`src/rtl/wb_pkg.sv`:
```
// Shared types and constants for the writeback arbiter.
//   DATA_W / ADDR_W : default result and register-index widths
//   REG_ZERO        : hardwired-zero register index; writes to it are dropped
//   wb_entry_t      : one buffered writeback {rw, data}
package wb_pkg;

  localparam int DATA_W = 32;
  localparam int ADDR_W = 5;

  localparam logic [ADDR_W-1:0] REG_ZERO = '0;

  typedef struct packed {
    logic [ADDR_W-1:0] rw;
    logic [DATA_W-1:0] data;
  } wb_entry_t;

endpackage

```
`src/rtl/wb_fifo.sv`:
```
// Synchronous FIFO of wb_entry_t used to buffer mul/div results.
// Ports:
//   clk, rst_n        : clock, synchronous active-low reset (empties the FIFO)
//   push / din        : write an entry (ignored while full)
//   pop / dout        : drop the head entry (ignored while empty); dout is the head
//   full / empty      : occupancy flags
//   ent_valid/ent_rw  : per-slot occupancy and destination index, flat, for the
//                       pending-write scoreboard
// Pointers carry one extra MSB so full and empty are distinguishable.
module wb_fifo
  import wb_pkg::*;
#(
  parameter int DEPTH = 4
) (
  input  logic                      clk,
  input  logic                      rst_n,
  input  logic                      push,
  input  wb_entry_t                 din,
  input  logic                      pop,
  output wb_entry_t                 dout,
  output logic                      full,
  output logic                      empty,
  output logic [DEPTH-1:0]          ent_valid,
  output logic [DEPTH*ADDR_W-1:0]   ent_rw
);

  localparam int PW = $clog2(DEPTH);

  logic [PW:0] wr_ptr_q, wr_ptr_d;
  logic [PW:0] rd_ptr_q, rd_ptr_d;
  logic [PW:0] count;
  logic        do_push, do_pop;
  wb_entry_t   mem_q [DEPTH];
  wb_entry_t   mem_d [DEPTH];

  assign empty = (wr_ptr_q == rd_ptr_q);
  assign full  = (wr_ptr_q[PW] != rd_ptr_q[PW]) &&
                 (wr_ptr_q[PW-1:0] == rd_ptr_q[PW-1:0]);
  assign count = wr_ptr_q - rd_ptr_q;
  assign dout  = mem_q[rd_ptr_q[PW-1:0]];

  always_comb begin
    do_push  = push && !full;
    do_pop   = pop && !empty;
    wr_ptr_d = wr_ptr_q + {{PW{1'b0}}, do_push};
    rd_ptr_d = rd_ptr_q + {{PW{1'b0}}, do_pop};
    mem_d    = mem_q;
    if (do_push) mem_d[wr_ptr_q[PW-1:0]] = din;
  end

  // A slot is live when its distance from the read pointer is below the count.
  always_comb begin
    logic [PW-1:0] offset;
    ent_valid = '0;
    ent_rw    = '0;
    for (int i = 0; i < DEPTH; i++) begin
      offset       = PW'(i) - rd_ptr_q[PW-1:0];
      ent_valid[i] = ({1'b0, offset} < count);
      ent_rw[i*ADDR_W +: ADDR_W] = mem_q[i].rw;
    end
  end

  always_ff @(posedge clk) begin
    if (!rst_n) begin
      wr_ptr_q <= '0;
      rd_ptr_q <= '0;
    end else begin
      wr_ptr_q <= wr_ptr_d;
      rd_ptr_q <= rd_ptr_d;
    end
  end

  always_ff @(posedge clk) begin
    mem_q <= mem_d;
  end

endmodule

```
`src/rtl/wb_arbiter.sv`:
```
// Writeback arbiter: drives the register-file write port from the ALU
// (priority) and a FIFO of mul/div results, with starvation protection and
// a pending-write scoreboard for decode interlocks.
// Ports:
//   clk, rst_n                     : clock, synchronous active-low reset
//   alu_valid/alu_rw/alu_data      : ALU result; alu_stall=1 means it was not taken
//   md_valid/md_ready/md_rw/md_data: mul/div valid/ready handshake into the FIFO
//   q_rs/q_rt -> q_rs_pend/q_rt_pend : scoreboard queries
//   Rw/busW/RegWr                  : registered register-file write port
// Build option: define WB_BYPASS_EN to let a mul/div result skip the empty
// FIFO and load the output register directly when the ALU is idle.
module wb_arbiter
  import wb_pkg::wb_entry_t;
  import wb_pkg::REG_ZERO;
#(
  parameter int DATA_W     = wb_pkg::DATA_W,
  parameter int ADDR_W     = wb_pkg::ADDR_W,
  parameter int FIFO_DEPTH = 4,
  parameter int STARVE_MAX = 3
) (
  input  logic              clk,
  input  logic              rst_n,
  input  logic              alu_valid,
  input  logic [ADDR_W-1:0] alu_rw,
  input  logic [DATA_W-1:0] alu_data,
  output logic              alu_stall,
  input  logic              md_valid,
  output logic              md_ready,
  input  logic [ADDR_W-1:0] md_rw,
  input  logic [DATA_W-1:0] md_data,
  input  logic [ADDR_W-1:0] q_rs,
  input  logic [ADDR_W-1:0] q_rt,
  output logic              q_rs_pend,
  output logic              q_rt_pend,
  output logic [ADDR_W-1:0] Rw,
  output logic [DATA_W-1:0] busW,
  output logic              RegWr
);

  localparam int SW = $clog2(STARVE_MAX + 1);

  logic                         fifo_full, fifo_empty;
  logic                         fifo_push, fifo_pop;
  wb_entry_t                    fifo_din, fifo_head;
  logic [FIFO_DEPTH-1:0]        ent_valid;
  logic [FIFO_DEPTH*ADDR_W-1:0] ent_rw;

  logic              head_zero, fifo_live, force_md;
  logic              alu_win, md_win, md_fire, bypass;

  logic [SW-1:0]     starve_q, starve_d;
  logic [ADDR_W-1:0] rw_q, rw_d;
  logic [DATA_W-1:0] bus_w_q, bus_w_d;
  logic              reg_wr_q, reg_wr_d;

  wb_fifo #(.DEPTH(FIFO_DEPTH)) u_fifo (
    .clk       (clk),
    .rst_n     (rst_n),
    .push      (fifo_push),
    .din       (fifo_din),
    .pop       (fifo_pop),
    .dout      (fifo_head),
    .full      (fifo_full),
    .empty     (fifo_empty),
    .ent_valid (ent_valid),
    .ent_rw    (ent_rw)
  );

  always_comb begin
    // A head entry targeting r0 is discarded on the spot and never competes
    // for the write port, so it cannot stall the ALU or take a slot.
    head_zero = !fifo_empty && (fifo_head.rw == REG_ZERO);
    fifo_live = !fifo_empty && !head_zero;
    force_md  = (starve_q == SW'(STARVE_MAX)) && fifo_live;
    alu_win   = alu_valid && !force_md;
    md_win    = fifo_live && !alu_win;
    alu_stall = alu_valid && force_md;

    md_ready  = !fifo_full;
    md_fire   = md_valid && !fifo_full;
    bypass    = 1'b0;
`ifdef WB_BYPASS_EN
    bypass    = fifo_empty && !alu_valid && md_fire;
`endif
    fifo_push     = md_fire && !bypass;
    fifo_pop      = md_win || head_zero;
    fifo_din.rw   = md_rw;
    fifo_din.data = md_data;

    rw_d     = rw_q;
    bus_w_d  = bus_w_q;
    reg_wr_d = 1'b0;
    if (alu_win) begin
      if (alu_rw != '0) begin
        rw_d     = alu_rw;
        bus_w_d  = alu_data;
        reg_wr_d = 1'b1;
      end
    end else if (md_win) begin
      rw_d     = fifo_head.rw;
      bus_w_d  = fifo_head.data;
      reg_wr_d = 1'b1;
    end else if (bypass && (md_rw != '0)) begin
      rw_d     = md_rw;
      bus_w_d  = md_data;
      reg_wr_d = 1'b1;
    end

    starve_d = '0;
    if (fifo_live && alu_win) begin
      starve_d = (starve_q == SW'(STARVE_MAX)) ? starve_q : starve_q + 1'b1;
    end
  end

  always_comb begin
    q_rs_pend = reg_wr_q && (rw_q == q_rs);
    q_rt_pend = reg_wr_q && (rw_q == q_rt);
    for (int i = 0; i < FIFO_DEPTH; i++) begin
      if (ent_valid[i] && (ent_rw[i*ADDR_W +: ADDR_W] == q_rs)) q_rs_pend = 1'b1;
      if (ent_valid[i] && (ent_rw[i*ADDR_W +: ADDR_W] == q_rt)) q_rt_pend = 1'b1;
    end
    if (q_rs == '0) q_rs_pend = 1'b0;
    if (q_rt == '0) q_rt_pend = 1'b0;
  end

  always_ff @(posedge clk) begin
    if (!rst_n) begin
      starve_q <= '0;
      rw_q     <= '0;
      bus_w_q  <= '0;
      reg_wr_q <= 1'b0;
    end else begin
      starve_q <= starve_d;
      rw_q     <= rw_d;
      bus_w_q  <= bus_w_d;
      reg_wr_q <= reg_wr_d;
    end
  end

  assign Rw    = rw_q;
  assign busW  = bus_w_q;
  assign RegWr = reg_wr_q;

endmodule

```
`config.mk`:
```
export PLATFORM = sky130hd
export DESIGN_NAME = wb_arbiter
export DESIGN_NICKNAME = d
export VERILOG_FILES = /design/src/rtl/wb_pkg.sv /design/src/rtl/wb_fifo.sv /design/src/rtl/wb_arbiter.sv
export SDC_FILE = /design/constraint.sdc
export NUM_CORES = 1
export LEC_CHECK = 0
export CAP_MARGIN = 20
export CORE_MARGIN = 2
export CORE_UTILIZATION = 55
export CTS_CLUSTER_DIAMETER = 40
export DETAILED_ROUTE_END_ITERATION = 10
export GPL_TIMING_DRIVEN = 0
export HOLD_SLACK_MARGIN = 0.12
export PLACE_DENSITY = 0.81
export RECOVER_POWER = 25
export SLEW_MARGIN = 20
export SYNTH_ARGS = -nofsm -noshare
export SYNTH_HDL_FRONTEND = slang
export SYNTH_SLANG_ARGS = --single-unit
```
`constraint.sdc`:
```
create_clock -name clk -period 13.6 [get_ports clk]
set_input_delay 4.08 -clock clk [delete_from_list [all_inputs] [get_ports clk]]
set_output_delay 4.08 -clock clk [all_outputs]
set_load 0.005 [all_outputs]
```
==> metrics, run 1 <==
# DRC 0; crit path launch q_rt[1]; Setup Slack @ Placement 3.80 ns; Worst R2R Path Depth 9; Tot GR Track Use 25.5%; clk slew on worst S/H paths 0.06 ns; unrepaired setup endpoints after global routing false; Post-DP HPWL 13.7 mm; post-cts gate resize count 0; DP Area 9930 um2; Tmin final 9.85 ns; GR peak layer met2; Worst setup EP type output pin; final std cells w/o fill 888; Rel. slew slack 37.1%; ANT nets after route 0; # IOs 130; R2R Setup Slk 9.78 ns; worst r2r dst u_fifo.mem_q[117]; fin area 10500 um2; Mapped Avg Cell Area 15.6 um2; commonest cells in the synthesized netlist 148 x edfxtp_1, 46 x dfxtp_1, 41 x a21oi_1, 39 x o31ai_1, 37 x mux4_2; First-pass DRT Iterations 5; syn nets 639; Synth Instances 538; maxcap violations 0; share of cells above drive strength 1 14.0%; CTS root buffer clkbuf_16; H-tree lvl count 4; Max Freq 0.102 GHz; Vias 5252; post-CTS setup buffer count 0; Synth area leaders edfxtp_1 53%, dfxtp_1 11%, mux4_2 9.9%, mux2i_1 3.9%, o31ai_1 3.5%; RR Startpoint u_fifo.rd_ptr_q[1]; CTS tree yes; row count 45; kind of critical path in2out; synthesized cell area 8390 um2; Via density 5.91; status finished, final reports clean; CP startpoint kind input pin; Clk pwr share 31.8%; CP max FO 6; Slew @ Worst Pin 0.943 ns; Comb power frac 23.3%; Worst Setup EP q_rt_pend; Initial DRC Count 398; Final nets 786; met2 GRT Util 42.6%; power per cell area 151 nW/um2; Die ar. 16300 um2; Layout Skew 0.00849 ns; EDFF count, synth 148; GRT overflow 0; Die X 128 um; final setup TNS 0 ns; Seq pwr share 44.9%; Yosys top cell area share 53.0%; Hold Path Class reg2reg; largest net degree at the start of global routing 23; Routed WL 20.0 mm; post-synthesis register bit count 194; WP data required 9.52 ns; CTS Sinks 194; routability cong. 0.889; cell taking the most area after synthesis edfxtp_1; Finish-stage setup viols 0; Pleak 3.70 nW; arrival time worst endpoint 5.77 ns; Primary FF master, synth edfxtp_1; Yosys cell types 40; Int Pwr 0.00117 W; Synth warnings 0; GRT met1 Usage 33.7%; Core Area 15000 um2; Layout area overhead 25.7%; final setup margin 3.75 ns; hold-fix buffers at CTS 0; Wirelength per Cell 22.5 um; Slew Viols, Final 0; async set or reset register ratio after synthesis 0%; die height 128 um; post-synthesis sequential area ratio 64.0%; count leader, synth edfxtp_1; Switching Fraction 26.3%; placed instance count 854; clk_lat worst skew 0.43 ns; Layout Utilization 70.2%; CTS max path bufs 2; cts bufs inserted 17; initial cell density of the core 55.8%; initial antenna violation count 1; Switching Power 0.000418 W; worst vdd ir 0.103 mV; first-pass GRT wire length 30.6 mm; Final period util 72.4%; Port-buffer cells 117; Final Hold Fails 0; vias in the first global route 5418; GR Util met3 5.40%
worst min-delay path by stage:
stage	start	to	slack (ns)	cells after the start
2_1_floorplan	starve_q[0]	starve_q[0]	0.40	1
3_3_place_gp	starve_q[0]	starve_q[0]	0.41	1
3_5_place_dp	starve_q[0]	starve_q[0]	0.42	1
4_1_cts	starve_q[0]	starve_q[0]	0.45	1
5_1_grt	starve_q[0]	starve_q[0]	0.49	1
6_report	starve_q[0]	starve_q[0]	0.46	1
layer usage:
metal,share of wire (%),up-vias
met5,0,-
met4,2.3,0
met3,6.6,40
met2,50,224
met1,41,2598
li1,-,2390
area by class of cell:
class,instances,area [um2]
flip-flops and latches,194,5370
fillers,983,4490
multi-input cells,295,2810
repair buffers,128,1290
clock buffers,25,515
well taps,188,235
plain buffers,39,193
clock inverters,7,95.1
inverters,10,37.5
diodes,2,5.00
metrics by stage:
| stage | hold WS (ns) | total power (W) |
|---|---|---|
| after floorplan | 0.405 | 0.000946 |
| after global placement | 0.411 | 0.00108 |
| after detailed placement | 0.424 | 0.00109 |
| after CTS | 0.454 | 0.00160 |
| after global routing | 0.488 | 0.00165 |
| final | 0.456 | 0.00159 |
power groups by stage:
stage / sequential (W) / clock, W / combinational, W
finish: 0.000714 / 0.000505 / 0.000371
detailed placement: 0.000725 / 0 / 0.000369
floorplan: 0.000721 / 0 / 0.000225
CTS: 0.000714 / 0.000509 / 0.000375
global placement: 0.000725 / 0 / 0.000354
global route: 0.000718 / 0.000532 / 0.000402
worst max-delay path: stages:
cell,delay [ns]
clkbuf_1,0.34
xnor2_1,0.18
nand3_1,0.12
nor4_1,0.25
nor3_1,0.13
a21oi_1,0.16
clkdlybuf4s50_1,0.51
kinds of logic after synthesis:
kind of cell / share of synthesized area, %
AO/OA/AOI/OAI: 7.28
XOR/XNOR: 5.91
adder cells (fa/ha/maj): 2.03
buffers and inverters: 2.74
flip-flops: 64.0
multiplexers: 13.9
AND/OR/NAND/NOR: 4.22
flip-flops by register name, indices dropped and copies added (netlist names):
name and cells:
starve_q 2, RegWr 1, u_fifo.mem_q 128, u_fifo.ent_rw 20, Rw 5, u_fifo.wr_ptr_q 3, busW 32, u_fifo.rd_ptr_q 3
layout by cell type (no fill, tap or decap), types with 3 or more instances in the layout:
cell / n
o31ai_1: 39
and3_1: 3
mux2i_1: 33
edfxtp_1: 148
dlygate4sd3_1: 26
clkbuf_1: 25
dfxtp_1: 46
clkdlybuf4s50_1: 91
buf_1: 4
nor4_1: 9
o21ai_0: 3
clkbuf_8: 6
a21oi_1: 41
buf_6: 7
clkbuf_16: 17
nor3_1: 4
and2_1: 7
ha_1: 12
buf_4: 10
nand3_1: 10
mux4_2: 37
or4_1: 3
xnor2_1: 25
inv_1: 10
nand2_1: 7
xor2_1: 29
a31oi_1: 3
nor2_1: 5
nand2b_1: 3
buf_2: 4
Note: power is estimated with default switching activity, not from simulation.
==> run 2, diff against run 1 <==
--- a/config.mk
+++ b/config.mk
@@ -7,12 +7,12 @@
 export LEC_CHECK = 0
 export CAP_MARGIN = 20
 export CORE_MARGIN = 2
-export CORE_UTILIZATION = 55
+export CORE_UTILIZATION = 49
 export CTS_CLUSTER_DIAMETER = 40
 export DETAILED_ROUTE_END_ITERATION = 10
 export GPL_TIMING_DRIVEN = 0
 export HOLD_SLACK_MARGIN = 0.12
-export PLACE_DENSITY = 0.81
+export PLACE_DENSITY = 0.77
 export RECOVER_POWER = 25
 export SLEW_MARGIN = 20
 export SYNTH_ARGS = -nofsm -noshare
==> constraint.sdc (replaced) <==
create_clock -name clk -period 8.8 [get_ports clk]
set_input_delay 2.64 -clock clk [delete_from_list [all_inputs] [get_ports clk]]
set_output_delay 2.64 -clock clk [all_outputs]
set_load 0.005 [all_outputs]
==> run 2 against run 1 <==
Net effect: worst hold slack got worse by 0.022 ns; via count grew 0.13%; utilization shrank 7.0 points; sequential power up 54%; die area rose by 12%; critical endpoint unchanged; global-route usage decreased by 3.5 points; setup slack lost 1.9 ns; sequential share of layout area rose by 0.19 points; final cell count grew 3.7%.
==> metrics, run 2 (synthesized netlist as in run 1, its figures left out) <==
# IOs 130; Routed WL 19.4 mm; Seq pwr share 46.5%; clk_lat worst skew 0.43 ns; Int Pwr 0.00171 W; GRT overflow 0; Wirelength per Cell 21.0 um; DP Area 9960 um2; CTS root buffer clkbuf_16; worst vdd ir 0.138 mV; unrepaired setup endpoints after global routing false; Post-DP HPWL 13.8 mm; Port-buffer cells 117; Slew @ Worst Pin 0.869 ns; Pleak 3.66 nW; kind of critical path in2out; status finished, final reports clean; final std cells w/o fill 921; Layout Skew 0.00942 ns; Die ar. 18200 um2; placed instance count 886; post-cts gate resize count 0; CP bufs+invs 2; CP startpoint kind input pin; largest net degree at the start of global routing 27; final setup TNS 0 ns; post-CTS setup buffer count 0; Fill cells 1171; share of cells above drive strength 1 13.9%; Reg area 5370 um2; Max Freq 0.145 GHz; Worst setup EP type output pin; CP max FO 6; footprint of the multi-input gates 2810 um2; # DRC 0; CTS tree yes; Switching Power 0.000664 W; routability cong. 0.856; Tmin final 6.92 ns; max incr delay on CP 0.53 ns; most frequent cells in the layout 148 x edfxtp_1, 90 x clkdlybuf4s50_1, 46 x dfxtp_1, 41 x a21oi_1, 39 x o31ai_1; first-pass GRT wire length 29.7 mm; arrival time worst endpoint 4.28 ns; fin area 10500 um2; Initial DRC Count 366; Finish-stage setup viols 0; maxcap violations 0; Rel. slew slack 42.1%; Via density 5.71; Comb power frac 23.9%; Final nets 786; Core Area 16600 um2; cts bufs inserted 17; Layout Utilization 63.1%; row count 47; die height 135 um; ANT nets after route 0; Final Hold Fails 0; hold-fix buffers at CTS 0; Switching Fraction 28.0%; slowest CP cell clkdlybuf4s50_1; Tot GR Track Use 22.0%; Final period util 78.6%; CTS max path bufs 2; Top reg by flops u_fifo.mem_q; worst path cell trace clkbuf_1 -> xor2_1 -> nor4_1 -> and3_1 -> a41oi_1 -> a21oi_1 -> clkdlybuf4s50_1; vias in the first global route 5377; Hold Path Class reg2reg; clk slew on worst S/H paths 0.06 ns; initial antenna violation count 2; First-pass DRT Iterations 5; H-tree lvl count 4; Layout area overhead 25.3%; Vias 5259; R2R Setup Slk 5.27 ns; CTS Sinks 194; WP data required 6.16 ns; most common cell after layout, fill and taps aside edfxtp_1; initial cell density of the core 50.4%; power per cell area 226 nW/um2; max FFs per register 128; Slew Viols, Final 0; Die X 135 um; Crit path max-delay family buffers and inverters; Clk pwr share 29.7%
-- run 2: final cells by class --
| type | instances | share of cell area (%) |
|---|---|---|
| Tap cell | 220 | 2.62 |
| Sequential cell | 194 | 51.1 |
| Clock buffer | 19 | 4.12 |
| Buffer | 39 | 1.83 |
| Timing Repair Buffer | 128 | 12.2 |
| Inverter | 10 | 0.357 |
| Multi-Input combinational cell | 295 | 26.7 |
| Antenna cell | 3 | 0.0714 |
| Clock inverter | 13 | 0.988 |
-- run 2: power by group through the flow --
stage	registers, W	clock network, W	logic, W
finish	0.00110	0.000705	0.000567
floorplan	0.00111	0	0.000348
global placement	0.00112	0	0.000548
CTS	0.00110	0.000714	0.000574
global route	0.00111	0.000753	0.000619
detailed placement	0.00112	0	0.000570
-- run 2: metrics by stage --
stage	power, W	hold slack [ns]	setup slack, ns
2_1_floorplan	0.00146	0.405	2.56
3_3_place_gp	0.00167	0.414	0.473
3_5_place_dp	0.00169	0.425	1.86
4_1_cts	0.00239	0.434	1.86
5_1_grt	0.00248	0.448	1.61
6_report	0.00237	0.434	1.88
-- run 2: routing by layer --
metal	share of wire, %	vias to the layer above	global-route usage [%]	wire [um]
met4	1.2	0	7.25	235
met2	51	177	36.4	9960
met1	42	2664	29.4	8130
li1	-	2398	-	-
met5	0	-	0	0
met3	5.4	20	4.32	1040
-- run 2: worst reg2reg max path, stage by stage (launching register included) --
cell     delay (ns)
dfxtp_1        0.51
buf_4          0.30
buf_1          0.66
inv_1          0.12
ha_1           0.35
nand3_1        0.14
nand2_1        0.12
nor3_2         0.36
buf_4          0.25
buf_4          0.22
buf_4          0.21
-- run 2: worst paths after layout --
path | cells after the start | start | end
worst min register to register | 1 | starve_q[0] | starve_q[0]
worst max register to register | 10 | u_fifo.rd_ptr_q[0] | u_fifo.mem_q[121]
worst min-delay path | 1 | starve_q[0] | starve_q[0]
worst max-delay path | 7 | q_rt[0] | q_rt_pend
